<file path="src/rtl/karat_seq_ctrl_pkg.sv">
// Shared widths and state encoding for the sequential Karatsuba multiplier.
package karat_seq_ctrl_pkg;

    localparam int N     = 16;
    localparam int H     = N / 2;
    localparam int MID_W = 2 * H + 2;

    typedef enum logic [2:0] {
        ST_IDLE    = 3'd0,
        ST_MUL_LL  = 3'd1,
        ST_MUL_HH  = 3'd2,
        ST_MUL_MID = 3'd3,
        ST_COMBINE = 3'd4,
        ST_DONE    = 3'd5
    } state_e;

endpackage

</file>
<file path="src/rtl/karat_seq_ctrl_if.sv">
// Operand/result handshake bundle between producer, multiplier and consumer.
interface karat_seq_ctrl_if;
    import karat_seq_ctrl_pkg::*;

    logic             in_valid;
    logic             in_ready;
    logic [N-1:0]     X;
    logic [N-1:0]     Y;
    logic             out_valid;
    logic             out_ready;
    logic [2*N-1:0]   XY;
    logic             busy;

    modport master (
        output in_valid, X, Y, out_ready,
        input  in_ready, out_valid, XY, busy
    );

    modport slave (
        input  in_valid, X, Y, out_ready,
        output in_ready, out_valid, XY, busy
    );

endinterface

</file>
<file path="src/rtl/karat_16.sv">
// 8x8 unsigned multiplier built as partial products summed by a balanced adder tree.
module karat_16
    import karat_seq_ctrl_pkg::*;
(
    input  logic [H-1:0]   a_i,
    input  logic [H-1:0]   b_i,
    output logic [2*H-1:0] p_o
);

    logic [2*H-1:0] pp_s [8];
    logic [2*H-1:0] l1_s [4];
    logic [2*H-1:0] l2_s [2];

    // Partial products and three tree levels
    always_comb begin
        for (int i = 0; i < 8; i++) begin
            if (b_i[i]) begin
                pp_s[i] = {{H{1'b0}}, a_i} << i;
            end else begin
                pp_s[i] = {(2*H){1'b0}};
            end
        end
        for (int i = 0; i < 4; i++) begin
            l1_s[i] = pp_s[2*i] + pp_s[2*i+1];
        end
        for (int i = 0; i < 2; i++) begin
            l2_s[i] = l1_s[2*i] + l1_s[2*i+1];
        end
        p_o = l2_s[0] + l2_s[1];
    end

endmodule

</file>
<file path="src/rtl/karat_seq_ctrl.sv">
// 16x16 Karatsuba multiplier sharing one 8x8 multiplier across LL, HH and MID;
// one product in flight, result held in XY until the next COMBINE.
module karat_seq_ctrl
    import karat_seq_ctrl_pkg::*;
(
    input  logic            clk,
    input  logic            rst_n,
    karat_seq_ctrl_if.slave bus
);

    state_e             state_q, state_d;
    logic [N-1:0]       x_q, y_q;
    logic [H-1:0]       sl_q, tl_q;
    logic               cx_q, cy_q;
    logic [2*H-1:0]     ll_q, hh_q;
    logic [MID_W-1:0]   mid_q;
    logic [2*N-1:0]     xy_q;
    logic               in_ready_q, out_valid_q, busy_q;

    logic               accept_s;
    logic [H:0]         sx_s, sy_s;
    logic [H-1:0]       mul_a_s, mul_b_s;
    logic [2*H-1:0]     prod_s;
    logic [MID_W-1:0]   mid_d, mid_diff_s;
    logic [2*N-1:0]     xy_d;

    assign accept_s = bus.in_valid & in_ready_q;
    assign sx_s     = {1'b0, bus.X[H-1:0]} + {1'b0, bus.X[N-1:H]};
    assign sy_s     = {1'b0, bus.Y[H-1:0]} + {1'b0, bus.Y[N-1:H]};

    // Next-state logic
    always_comb begin
        state_d = state_q;
        case (state_q)
            ST_IDLE: begin
                if (accept_s) begin
                    state_d = ST_MUL_LL;
                end else begin
                    state_d = ST_IDLE;
                end
            end
            ST_MUL_LL:  state_d = ST_MUL_HH;
            ST_MUL_HH:  state_d = ST_MUL_MID;
            ST_MUL_MID: state_d = ST_COMBINE;
            ST_COMBINE: state_d = ST_DONE;
            ST_DONE: begin
                if (bus.out_ready) begin
                    state_d = ST_IDLE;
                end else begin
                    state_d = ST_DONE;
                end
            end
            default:    state_d = ST_IDLE;
        endcase
    end

    // Operand select for the single shared multiplier
    always_comb begin
        mul_a_s = {H{1'b0}};
        mul_b_s = {H{1'b0}};
        case (state_q)
            ST_MUL_LL: begin
                mul_a_s = x_q[H-1:0];
                mul_b_s = y_q[H-1:0];
            end
            ST_MUL_HH: begin
                mul_a_s = x_q[N-1:H];
                mul_b_s = y_q[N-1:H];
            end
            ST_MUL_MID: begin
                mul_a_s = sl_q;
                mul_b_s = tl_q;
            end
            default: begin
                mul_a_s = {H{1'b0}};
                mul_b_s = {H{1'b0}};
            end
        endcase
    end

    karat_16 u_mul (
        .a_i (mul_a_s),
        .b_i (mul_b_s),
        .p_o (prod_s)
    );

    // The dropped 9th bits of the half sums re-enter here as shifted corrections
    assign mid_d = {2'b00, prod_s}
                 + (cx_q ? {2'b00, tl_q, {H{1'b0}}} : {MID_W{1'b0}})
                 + (cy_q ? {2'b00, sl_q, {H{1'b0}}} : {MID_W{1'b0}})
                 + {1'b0, cx_q & cy_q, {(2*H){1'b0}}};

    assign mid_diff_s = mid_q - {2'b00, hh_q} - {2'b00, ll_q};
    assign xy_d = {hh_q, {(2*H){1'b0}}}
                + ({{(2*N-MID_W){1'b0}}, mid_diff_s} << H)
                + {{(2*N-2*H){1'b0}}, ll_q};

    // State, datapath and registered handshake outputs
    always_ff @(posedge clk) begin
        if (!rst_n) begin
            state_q     <= ST_IDLE;
            x_q         <= {N{1'b0}};
            y_q         <= {N{1'b0}};
            sl_q        <= {H{1'b0}};
            tl_q        <= {H{1'b0}};
            cx_q        <= 1'b0;
            cy_q        <= 1'b0;
            ll_q        <= {(2*H){1'b0}};
            hh_q        <= {(2*H){1'b0}};
            mid_q       <= {MID_W{1'b0}};
            xy_q        <= {(2*N){1'b0}};
            in_ready_q  <= 1'b1;
            out_valid_q <= 1'b0;
            busy_q      <= 1'b0;
        end else begin
            state_q     <= state_d;
            in_ready_q  <= (state_d == ST_IDLE);
            out_valid_q <= (state_d == ST_DONE);
            busy_q      <= (state_d != ST_IDLE);
            case (state_q)
                ST_IDLE: begin
                    if (accept_s) begin
                        x_q  <= bus.X;
                        y_q  <= bus.Y;
                        sl_q <= sx_s[H-1:0];
                        cx_q <= sx_s[H];
                        tl_q <= sy_s[H-1:0];
                        cy_q <= sy_s[H];
                    end
                end
                ST_MUL_LL:  ll_q  <= prod_s;
                ST_MUL_HH:  hh_q  <= prod_s;
                ST_MUL_MID: mid_q <= mid_d;
                ST_COMBINE: xy_q  <= xy_d;
                default: begin
                end
            endcase
        end
    end

    assign bus.in_ready  = in_ready_q;
    assign bus.out_valid = out_valid_q;
    assign bus.busy      = busy_q;
    assign bus.XY        = xy_q;

endmodule

</file>
<file path="src/flat_wrapper.sv">
// flat-port wrapper written by rule: the top's interface ports become plain ports
module karat_seq_ctrl_flat import karat_seq_ctrl_pkg::*;
  (clk, rst_n, bus_in_valid, bus_X, bus_Y, bus_out_ready, bus_in_ready, bus_out_valid, bus_XY, bus_busy);
  karat_seq_ctrl_if bus_i ();
  input  logic clk;
  input  logic rst_n;
  input wire logic [$bits(bus_i.in_valid)-1:0] bus_in_valid;
  input wire logic [$bits(bus_i.X)-1:0] bus_X;
  input wire logic [$bits(bus_i.Y)-1:0] bus_Y;
  input wire logic [$bits(bus_i.out_ready)-1:0] bus_out_ready;
  output wire logic [$bits(bus_i.in_ready)-1:0] bus_in_ready;
  output wire logic [$bits(bus_i.out_valid)-1:0] bus_out_valid;
  output wire logic [$bits(bus_i.XY)-1:0] bus_XY;
  output wire logic [$bits(bus_i.busy)-1:0] bus_busy;
  assign bus_i.in_valid = bus_in_valid;
  assign bus_i.X = bus_X;
  assign bus_i.Y = bus_Y;
  assign bus_i.out_ready = bus_out_ready;
  assign bus_in_ready = bus_i.in_ready;
  assign bus_out_valid = bus_i.out_valid;
  assign bus_XY = bus_i.XY;
  assign bus_busy = bus_i.busy;
  karat_seq_ctrl u_core (.clk(clk), .rst_n(rst_n), .bus(bus_i));
endmodule
</file>
<file path="config.mk">
export PLATFORM = sky130hd
export DESIGN_NAME = karat_seq_ctrl_flat
export DESIGN_NICKNAME = d
export VERILOG_FILES = /design/src/rtl/karat_seq_ctrl_pkg.sv /design/src/rtl/karat_seq_ctrl_if.sv /design/src/rtl/karat_16.sv /design/src/rtl/karat_seq_ctrl.sv /design/src/flat_wrapper.sv
export SDC_FILE = /design/constraint.sdc
export NUM_CORES = 1
export LEC_CHECK = 0
export CAP_MARGIN = 20
export CORE_MARGIN = 5
export CORE_UTILIZATION = 37
export DETAILED_ROUTE_END_ITERATION = 10
export SYNTH_ARGS = -nofsm -noshare
export SYNTH_HDL_FRONTEND = slang
export SYNTH_SLANG_ARGS = --single-unit
</file>
<file path="constraint.sdc">
create_clock -name clk -period 18.6 [get_ports clk]
set_input_delay 3.72 -clock clk [delete_from_list [all_inputs] [get_ports clk]]
set_output_delay 3.72 -clock clk [all_outputs]
set_load 0.01 [all_outputs]
</file>
; Word-level counts from Yosys, hierarchy flattened
; Cells that the tools add are included.
[classes]
n_mux = 15
add_sub_neg = 16
n_eq_ne = 6
bitwise_logic = 2
reduce_logical = 4
[op_table]
columns = operator, n
row1 = one-hot mux 8 bit (3 select lines), 2
row2 = subtractor 18 x 16 -> 18 bit, 2
row3 = adder 32 x 16 -> 32 bit, 1
row4 = adder 32 x 26 -> 32 bit, 1
row5 = two-way mux 16 bit, 2
row6 = adder 16 x 18 -> 18 bit, 1
row7 = adder 18 x 17 -> 18 bit, 1
row8 = adder 18 bit, 1
row9 = adder 8 x 8 -> 9 bit, 2
row10 = one-hot mux 3 bit (6 select lines), 1
row11 = adder 14 x 15 -> 16 bit, 1
row12 = adder 14 x 16 -> 16 bit, 1
row13 = adder 16 x 12 -> 16 bit, 1
row14 = adder 16 bit, 1
row15 = adder 16 x 9 -> 16 bit, 1
row16 = two-way mux 15 bit, 1
row17 = adder 12 x 13 -> 14 bit, 1
row18 = two-way mux 14 bit, 1
row19 = two-way mux 13 bit, 1
row20 = adder 10 x 11 -> 12 bit, 1
row21 = two-way mux 12 bit, 1
row22 = two-way mux 11 bit, 1
row23 = two-way mux 10 bit, 1
row24 = equality test 3 bit (second input constant), 3
row25 = other kinds (10), 13
[totals]
input_bits = 36
ff_bits = 138

; Logic depth before layout (Yosys ltp)
; Gate-level depths: netlist of the first run.
[depth]
word_depth = 9
mapped_depth = 34
mapped_depth_nobuf = 30

; By module
; From an unflattened synthesis of the first run, not the netlist that was laid out.
[unflattened]
hier_cells = 1324
area_unflattened_um2 = 10705.3
[by_module_without_submodules]
columns = mod, area_each_um2, cells_each, n_inst, seq_area_each_um2
row1 = karat_seq_ctrl, 8770.9, 1114, 1, 2762.6
row2 = karat_16, 1934.4, 210, 1, 0.0

; Least setup slack after synthesis of the first run
; Ideal clock, no wire load.
[synth_path]
kind = reg2reg
start = register u_core.state_q[1]
end = register u_core.mid_q[16]
arrival_ns = 6.569
n_path_buf = 3
synth_period_minus_slack_ns = 6.707
stages_incl_launch_ff = 28
slack_ns = 11.893
cell_sequence = dfxtp_1 -> buf_4 -> buf_2 -> mux2_2 -> a22oi_1 -> or2_2 -> clkbuf_1 -> nor2_1 -> fa_1 -> fa_1 -> fa_1 -> fa_1 -> ha_1 -> a21oi_1 -> nand2b_1 -> nand2b_1 -> a21oi_1 -> xor2_1 -> fa_1 -> inv_1 -> ha_1 -> a21o_1 -> a21oi_1 -> nand2b_1 -> a21boi_0 -> o41a_1 -> nand4b_1 -> o221ai_1
[synth_via]
elab_chain_cells = 9
word_cells_on_any_way = 23
cone_classes = add/sub: 10 / eq/ne: 3 / mux: 10
[synth_lines]
columns = element, line
row1 = start: declaration, karat_seq_ctrl.sv:11  ; state_e state_q, state_d;
row2 = start signal: assignment, karat_seq_ctrl.sv:116  ; state_q <= state_d;
row3 = "equality test 3 x 2 -> 1 bit, or another cell as far along", "karat_seq_ctrl.sv:61, karat_seq_ctrl.sv:120"
row4 = one-hot mux 8 bit (3 select lines), karat_seq_ctrl.sv:61  ; case (state_q)
row5 = "two-way mux 8 bit, or another cell as far along", karat_16.sv:17  ; if (b_i[i]) begin
row6 = "adder 16 x 9 -> 16 bit, or another cell as far along", karat_16.sv:24  ; l1_s[i] = pp_s[2*i] + pp_s[2*i+1];
row7 = adder 16 x 12 -> 16 bit / adder 14 x 16 -> 16 bit (equally long branches), karat_16.sv:27  ; l2_s[i] = l1_s[2*i] + l1_s[2*i+1];
row8 = adder 16 bit, karat_16.sv:29  ; p_o = l2_s[0] + l2_s[1];
row9 = adder 16 x 18 -> 18 bit, karat_seq_ctrl.sv:89  ; + (cx_q ? {2'b00, tl_q, {H{1'b0}}} : {MID_W{1'b0}})
row10 = adder 18 bit, karat_seq_ctrl.sv:90  ; + (cy_q ? {2'b00, sl_q, {H{1'b0}}} : {MID_W{1'b0}})
row11 = adder 18 x 17 -> 18 bit, karat_seq_ctrl.sv:91  ; + {1'b0, cx_q & cy_q, {(2*H){1'b0}}};
row12 = end signal: assignment, karat_seq_ctrl.sv:110  ; mid_q <= {MID_W{1'b0}};
row13 = end signal: assignment, karat_seq_ctrl.sv:133  ; ST_MUL_MID: mid_q <= mid_d;
row14 = end: declaration, karat_seq_ctrl.sv:16  ; logic [MID_W-1:0] mid_q;
; Parallel ways exist; a longest one is shown, timed or not.
; A chain may end at the register's enable or synchronous reset.

; Worst setup path after layout of the first run
; Ends and elaborated chain as after synthesis.

==> run metrics, run 1 <==
clock root buffer clkbuf_16; Final nets 1506; Routability Congestion 0.873; GRT overflow 0; Slew @ Worst Pin 0.966 ns; largest net degree at the start of global routing 87; Mapped Cells 1288; number of buffers created by CTS 17; CTS Hold Buffers Added 0; peak supply drop 0.0626 mV; # port buffers 70; DR WL/cell 15.8 um; commonest non-fill, non-tap cell in the layout nand2_1; Detailed Place HPWL 21300 um; Die Y 180 um; sequential fraction of the synthesis area 25.9%; headroom to the max-slew limit 35.5%; Fin Hold WS 0.457 ns; first-pass GRT wire length 45100 um; commonest cells after routing, fill and taps aside 231 x nand2_1, 138 x dfxtp_1, 98 x inv_1; wire length on met2 12700 um; DIE WIDTH 180 um; total track usage 16.8%; CP Data Arrival Time 7.99 ns; type of origin of the critical path flip-flop; Fmax 0.130 GHz; post-cts sizing count 0; clk_lat worst skew 0.43 ns; status completed; drt total wl 27000 um; uppermost layer routed met4; Starting Density 37.3%; Placeable Area 28500 um2; layout cells sized above 1 6.34%; Non-Filler Instances 1709; M1 WL 12700 um; CP Capture Type flip-flop; initial detailed-routing violation count 529; Hold Fails Final Rpt 0; setup TNS 0 ns; period utilisation layout 41.5%; number of diodes 0; unrepaired setup endpoints after global routing false; Tmin final 7.71 ns; worst-case clock buffer depth 2; max_cap viols 0; area grow syn2layout 14.6%; # Post-CTS Setup Buffers 0; synthesized flop and latch total 138; Worst EP required 18.88 ns; mean post-synth cell area 8.27 um2; Routed Antenna Nets 0; synthesized area 10600 um2; DRC 0; Max FO, Critical Path 22; max-slew violation count 0; Worst-path clk slew 0.07 ns; EDFF count, synth 0; initial antenna violation count 0; TritonCTS Sinks 138; leakage 5.10 nW; die footprint 32300 um2; WL met3 945 um; Clock Skew 0.0128 ns; Netlist cell types 64; H-tree levels 4; First-pass DRT Iterations 5; CTS tree built; most common flop cell mapped by yosys dfxtp_1; Via density 5.11; syn_nets 1482; Yosys warnings 0; Setup Viol. Count Final 0; Rows 62; Pwr Density 105 nW/um2; WS Path Type flip-flop to flip-flop; # IOs 71; vias in the first global route 8629; via count 8738; ys async rst share 0%; type of the most critical hold path flip-flop to flip-flop; Placed Cells incl. Taps 1676
cells by family (layout without fill, tap and decap cells):
group / after synthesis / in the layout / share of synthesized area [%]
adders and majority gates: 158 / 158 / 23.2
muxes: 18 / 18 / 1.88
DFF: 138 / 138 / 25.9
and+or+nand+nor: 451 / 451 / 18.9
buffers and inverters: 170 / 207 / 6.43
AOI/OAI and AO/OA: 297 / 297 / 19.0
xor gates and xnor gates: 56 / 56 / 4.61
routing by layer:
| layer | up-vias | global-route usage (%) |
|---|---|---|
| li1 | 4391 | - |
| met1 | 4160 | 22.3 |
| met2 | 158 | 28.2 |
| met3 | 29 | 2.89 |
| met4 | 0 | 5.03 |
| met5 | - | 0 |
critical path, stage by stage, from the launching register on:
cell and delay [ns]:
dfxtp_1 0.92, nor2b_1 0.33, buf_4 0.26, a22oi_1 0.13, or2_2 0.39, nor2_1 0.17, fa_1 0.49, fa_1 0.52
fa_1 0.51, fa_1 0.49, ha_1 0.34, a21oi_1 0.20, nand2b_1 0.17, nand2b_1 0.07, a21oi_1 0.18, xor2_1 0.33
fa_1 0.50, inv_1 0.08, ha_1 0.23, a21o_1 0.18, a21oi_1 0.22, nand2b_1 0.13, a21boi_0 0.11, o41a_1 0.35
nand4b_1 0.10, o221ai_1 0.12
flip-flops by register name (all words and copies together) (netlist names):
name and count:
u_core.bus.busy 1, u_core.cy_q 1, u_core.y_q 16, u_core.ll_q 16
u_core.tl_q 8, u_core.mid_q 18, u_core.cx_q 1, u_core.state_q 3
u_core.bus.in_ready 1, u_core.bus.XY 32, u_core.sl_q 8, u_core.x_q 16
u_core.hh_q 16, u_core.bus.out_valid 1
cell usage after synthesis (all sizes together), types with 3 or more instances:
cell type  number  share of area (%)
o221ai          3               0.25
o31ai           4               0.28
buf            20                1.1
a21oi          43                2.1
a211oi          6               0.47
clkbuf         51                1.8
dfxtp         138                 26
or2            19                1.1
o211a           9               0.85
xnor2          34                2.8
a21o           20                1.4
nand2         231                8.1
a22oi          16                1.1
o21ai          66                3.1
nand2b         10               0.59
and3           11               0.65
ha             92                 11
fa             66                 12
mux2           16                1.7
nor2           83                2.9
a31oi          12               0.76
o211ai          7               0.49
a21boi         78                5.5
nor4            3               0.18
nor2b          15               0.88
nand4           3               0.18
or3            16               0.94
o21a           11               0.78
a22o            4               0.33
nand3          23                1.1
nor3           11               0.52
and2           18                1.1
inv            98                3.5
xor2           22                1.8
cell type report:
type                            count  area (um2)
Clock inverter                     15         210
Inverter                           98         368
Multi-Input combinational cell    980        7210
Sequential cell                   138        2760
Tap cell                          384         480
Timing Repair Buffer               77         751
Fill cell                        2992       16300
Clock buffer                       17         425
path summary, 6_finish.rpt:
kind / from / end / slack [ns] / depth (start not counted)
worst max-delay path: u_core.state_q[1]$_SDFF_PN0_ / u_core.mid_q[16]$_SDFFE_PN0N_ / 10.89 / 25
worst max register to register: u_core.state_q[1]$_SDFF_PN0_ / u_core.mid_q[16]$_SDFFE_PN0N_ / 10.89 / 25
worst min register to register: u_core.bus.XY[25]$_SDFFE_PN0P_ / u_core.bus.XY[25]$_SDFFE_PN0P_ / 0.46 / 2
worst min-delay path: u_core.bus.XY[25]$_SDFFE_PN0P_ / u_core.bus.XY[25]$_SDFFE_PN0P_ / 0.46 / 2
stage by stage:
step	util (%)	setup WS, ns	area, um2	total power (W)
5_1_grt	42.8	10.27	12200	0.00136
2_1_floorplan	-	11.89	10600	0.000776
3_3_place_gp	40.5	10.64	11600	0.000910
6_report	42.8	10.89	12200	0.00128
3_5_place_dp	40.5	10.30	11600	0.000913
4_1_cts	42.7	10.30	12200	0.00129
power breakdown:
part           internal, W  switching, W  leakage, nW
registers         0.000331     0.0000457         1.12
clock network     0.000227      0.000144        0.305
logic             0.000220      0.000311         3.67
total             0.000778      0.000501         5.10
Note: power is estimated with default switching activity, not from simulation.
==> inputs of run 2 (changes only) <==
==> constraint.sdc (replaced) <==
create_clock -name clk -period 6.65 [get_ports clk]
set_input_delay 1.33 -clock clk [delete_from_list [all_inputs] [get_ports clk]]
set_output_delay 1.33 -clock clk [all_outputs]
set_load 0.01 [all_outputs]
==> run 2 against run 1 <==
Power rose to 2.9 times the previous value. Sequential power rose to 2.7 times the previous value. Global-route usage down 0.29 points. Largest cell class unchanged. Critical endpoint unchanged. Cell count up 3.9%. Die area unchanged. Final area up 8.3%. Setup slack worse by 11 ns. Largest power group unchanged.
==> run metrics, run 2 (synthesis gave the netlist of run 1 again) <==
Largest register FFs 32; initial antenna violation count 0; status completed; Fin Hold WS 0.457 ns; total track usage 16.5%; die footprint 32300 um2; Setup Viol. Count Final 0; Hold Fails Final Rpt 0; NetSw 0.00145 W; Endpoint, Worst Hold u_core.bus.XY[29]$_SDFFE_PN0P_; register share of total power 27.7%; Detailed Place HPWL 21200 um; Routed Antenna Nets 0; worst slack, placed -0.228 ns; Starting Density 37.3%; CTS tree built; H-tree levels 4; sw frac 39.1%; Fmax 0.155 GHz; drt total wl 27500 um; number of diodes 0; Tmin final 6.46 ns; Worst-path clk slew 0.07 ns; DRC 0; CP Capture Type flip-flop; Pwr Density 281 nW/um2; setup TNS 0 ns; worst reg2reg endpoint u_core.mid_q[16]$_SDFFE_PN0N_; Worst Hold Path Cells 2; worst-case clock buffer depth 2; Max FO, Critical Path 8; layout cells sized above 1 15.8%; commonest non-fill, non-tap cell in the layout nand2_1; Bufs and invs on worst path 3; Via density 5.06; Routability Congestion 0.888; final design utilization 46.3%; Die Y 180 um; Placeable Area 28500 um2; Final nets 1573; First-pass DRT Iterations 5; DR WL/cell 15.5 um; leakage 5.47 nW; WS Path Type flip-flop to flip-flop; initial detailed-routing violation count 401; CTS Hold Buffers Added 0; Clock Skew 0.0102 ns; Design Power 0.00371 W; number of buffers created by CTS 17; Cell Int Power 0.00226 W; clock root buffer clkbuf_16; Clock power frac 27.3%; FF-to-FF setup slack 0.19 ns; Comb power frac 45.0%; CP max stage delay 0.59 ns; via count 8984; DIE WIDTH 180 um; area grow syn2layout 24.2%; vias in the first global route 8847; Slowest cell on crit path fa_2; Register-to-Register Path Depth 26; largest net degree at the start of global routing 86; Rows 62; GRT overflow 0; CP top delay family adder cells; Hold Path Origin u_core.bus.XY[29]$_SDFFE_PN0P_; Filler Cell Count 2865; cell mode on critical path fa_1; first-pass GRT wire length 44400 um; TritonCTS Sinks 138; max-slew violation count 0; period utilisation layout 97.2%; Crit Reg-Reg Startpoint u_core.state_q[1]$_SDFF_PN0_; max_cap viols 0; # port buffers 70; clk_lat worst skew 0.43 ns; commonest cells after routing, fill and taps aside 231 x nand2_1, 136 x dfxtp_1, 94 x inv_1; Worst EP required 6.92 ns; headroom to the max-slew limit 38.2%; # IOs 71; type of the most critical hold path flip-flop to flip-flop; peak supply drop 0.194 mV; fin worst setup slack 0.189 ns; Slew @ Worst Pin 0.926 ns; type of origin of the critical path flip-flop; CP Data Arrival Time 6.74 ns
## run 2: per-layer routing
metal / part of all wire, % / up-vias / wire [um] / global-route usage (%)
met2: 48 / 166 / 13300 / 28.1
met5: 0 / - / 0 / 0
met1: 45 / 4269 / 12500 / 21.4
met4: 2.6 / 0 / 717 / 5.46
met3: 3.7 / 36 / 1010 / 2.65
li1: - / 4513 / - / -
## run 2: metrics by stage
stage | cell area (um2) | cells
6_report | 13200 | 1776
4_1_cts | 12600 | 1749
5_1_grt | 13200 | 1776
3_5_place_dp | 11900 | 1716
3_3_place_gp | 11900 | 1716
2_1_floorplan | 10700 | 1288
## run 2: timing repair
action / CTS / global route
setup endpoints to repair: 5 / 7
resized for setup: 13 / 98
setup buffers: 1 / 26
gates cloned: 0 / 1
pin swaps: 3 / 60
## run 2: layout make-up
cell class	instances	area [um2]	area share, %
multi-input cells	980	7680	58.1
flip-flops and latches	138	2770	20.9
repair buffers	144	1300	9.86
well taps	384	480	3.63
clock buffers	18	429	3.25
inverters	98	368	2.78
clock inverters	14	188	1.42
## run 2: power groups by stage
| stage | clock network (W) | registers [W] | logic (W) |
|---|---|---|---|
| after floorplan | 0 | 0.000991 | 0.00118 |
| final | 0.00101 | 0.00103 | 0.00167 |
| after global routing | 0.00107 | 0.00104 | 0.00185 |
| after CTS | 0.00103 | 0.00102 | 0.00158 |
| after detailed placement | 0 | 0.00103 | 0.00156 |
| after global placement | 0 | 0.00103 | 0.00156 |
## run 2: worst max path at each step
stage	startpoint	end	slack [ns]	depth (start not counted)
floorplan	u_core.state_q[1]$_SDFF_PN0_	u_core.mid_q[16]$_SDFFE_PN0N_	0.01	27
global placement	u_core.state_q[1]$_SDFF_PN0_	u_core.mid_q[15]$_SDFFE_PN0N_	-0.08	27
detailed placement	u_core.state_q[1]$_SDFF_PN0_	u_core.mid_q[16]$_SDFFE_PN0N_	-0.23	23
CTS	u_core.state_q[1]$_SDFF_PN0_	u_core.mid_q[16]$_SDFFE_PN0N_	0.006	25
global route	u_core.state_q[1]$_SDFF_PN0_	u_core.mid_q[16]$_SDFFE_PN0N_	-0.05	26
finish	u_core.state_q[1]$_SDFF_PN0_	u_core.mid_q[16]$_SDFFE_PN0N_	0.19	26
## run 2: worst min-delay path, cell delays in order, from the launching register on
cell     delay (ns)
dfxtp_1        0.32
nand2_1        0.05
o31ai_1        0.05
==> inputs of run 3 (changes only) <==
--- a/config.mk
+++ b/config.mk
@@ -9,6 +9,8 @@
 export CORE_MARGIN = 5
 export CORE_UTILIZATION = 37
 export DETAILED_ROUTE_END_ITERATION = 10
+export PLACE_DENSITY = 0.6
+export SETUP_SLACK_MARGIN = 0.3
 export SYNTH_ARGS = -nofsm -noshare
 export SYNTH_HDL_FRONTEND = slang
 export SYNTH_SLANG_ARGS = --single-unit
==> constraint.sdc (replaced) <==
create_clock -name clk -period 6.65 [get_ports clk]
set_input_delay 1.33 -clock clk [delete_from_list [all_inputs] [get_ports clk]]
set_output_delay 1.33 -clock clk [all_outputs]
set_load 0.05 [all_outputs]
==> run 3 against run 2 <==
Clock power increased by 4%. Count of clock-buffer cells in the layout did not move. Critical path depth rose by 1. Core utilization is 0.19 points higher. Critical path type unchanged. Final area increased by 0.41%. Power increased by 2.4%. Sequential share of layout area is 0.085 points lower. Die area did not move.
==> run metrics, run 3 (synthesis gave the netlist of run 1 again) <==
# port buffers 70; unrepaired setup endpoints after global routing true; setup TNS 0 ns; type of the most critical hold path flip-flop to flip-flop; layout cells sized above 1 16.0%; worst-case clock buffer depth 2; Pwr Density 286 nW/um2; total track usage 17.0%; CTS Hold Buffers Added 0; period utilisation layout 96.8%; die footprint 32300 um2; area grow syn2layout 24.7%; clk_lat worst skew 0.43 ns; GRT overflow 0; DRC 0; commonest non-fill, non-tap cell in the layout nand2_1; initial antenna violation count 0; CP Data Arrival Time 6.80 ns; worst slack, placed -0.163 ns; Detailed Place HPWL 21100 um; status completed; Routability Congestion 0.880; peak supply drop 0.175 mV; Worst EP required 7.01 ns; number of diodes 0; First-pass DRT Iterations 7; Filler Cell Count 2824; Non-Filler Instances 1777; Worst-path clk slew 0.07 ns; cell mode on critical path fa_1; # IOs 71; Die Y 180 um; fin worst setup slack 0.215 ns; Largest register FFs 32; DIE WIDTH 180 um; drt total wl 27800 um; first-pass GRT wire length 45400 um; Via density 5.07; Hold Fails Final Rpt 0; Final nets 1574; Slowest cell on crit path fa_1; leakage 5.51 nW; max-slew violation count 0; multi-input logic area 7680 um2; Rows 62; type of origin of the critical path flip-flop; DR WL/cell 15.7 um; Fmax 0.155 GHz; clock root buffer clkbuf_16; Tmin final 6.43 ns; CTS tree built; Placed Area 11800 um2; final design utilization 46.5%; Setup Viol. Count Final 0; vias in the first global route 8820; CP max stage delay 0.58 ns; Starting Density 37.3%; number of buffers created by CTS 17; WS Path Type flip-flop to flip-flop; CP Capture Type flip-flop; Routed Antenna Nets 0; initial detailed-routing violation count 513; H-tree levels 4; Design Area, Final 13300 um2; TritonCTS Sinks 138; Placeable Area 28500 um2; via count 9014; Clock Skew 0.0165 ns; max_cap viols 0; headroom to the max-slew limit 37.0%; Slew @ Worst Pin 0.945 ns; Storage cell area 2770 um2; largest net degree at the start of global routing 86; Max FO, Critical Path 8; commonest cells after routing, fill and taps aside 230 x nand2_1, 136 x dfxtp_1, 94 x inv_1; Placed Cells incl. Taps 1699
-- run 3: cell count changes in the layout (fill, tap and decap cells not counted), sizes merged --
cell,change
bufinv,+1
clkbuf,-1
clkinv,-2
clkinvlp,+1
buf,+2
-- run 3: critical path: cells and delay by family (launching register included) --
family,cells,cell delay (ns)
fa+ha+maj,7,3.14
simple gates,8,0.90
compound gates,5,0.77
buf+inv,5,0.64
flops,1,0.39
mux,1,0.34
xor+xnor,1,0.19
-- run 3: final cells by class --
type / count / share of cell area (%)
clock buffers: 18 / 3.31
flip-flops and latches: 138 / 20.9
repair buffers: 145 / 10.0
clock inverters: 14 / 1.57
well taps: 384 / 3.62
inverters: 98 / 2.77
multi-input cells: 980 / 57.9
-- run 3: path summary, 6_finish.rpt --
check | startpoint | endpoint | slack, ns | depth (start not counted)
hold reg to reg | u_core.bus.XY[24]$_SDFFE_PN0P_ | u_core.bus.XY[24]$_SDFFE_PN0P_ | 0.45 | 2
hold / removal | u_core.bus.XY[24]$_SDFFE_PN0P_ | u_core.bus.XY[24]$_SDFFE_PN0P_ | 0.45 | 2
setup / recovery | u_core.state_q[1]$_SDFF_PN0_ | u_core.mid_q[13]$_SDFFE_PN0N_ | 0.22 | 27
setup reg to reg | u_core.state_q[1]$_SDFF_PN0_ | u_core.mid_q[13]$_SDFFE_PN0N_ | 0.22 | 27
-- run 3: repair_timing --
item / 4_1_cts / 5_1_grt
cloned: 1 / 0
pin swaps: 52 / 50
endpoints found under the setup margin: 7 / 6
gates resized for setup: 71 / 36
setup buffers: 21 / 24
-- run 3: power by group --
group	switching [W]	leakage, nW	internal (W)
Clock	0.000406	0.308	0.000648
Sequential	0.000102	1.12	0.000928
Combinational	0.000976	4.08	0.000739
Total	0.00148	5.51	0.00232
-- run 3: per-stage QoR --
step           total power (W)  hold slack (ns)
3_5_place_dp           0.00262            0.448
5_1_grt                0.00404            0.481
3_3_place_gp           0.00261            0.438
6_report               0.00380            0.455
2_1_floorplan          0.00222            0.441
4_1_cts                0.00377            0.465
-- run 3: per-layer routing --
layer | vias to the layer above | global-route usage (%) | routed length (um) | share of wire, %
li1 | 4522 | - | - | -
met1 | 4256 | 22.4 | 12600 | 45
met2 | 197 | 28.1 | 13300 | 48
met3 | 39 | 2.89 | 1190 | 4.3
met4 | 0 | 6.13 | 756 | 2.7
met5 | - | 0 | 0 | 0
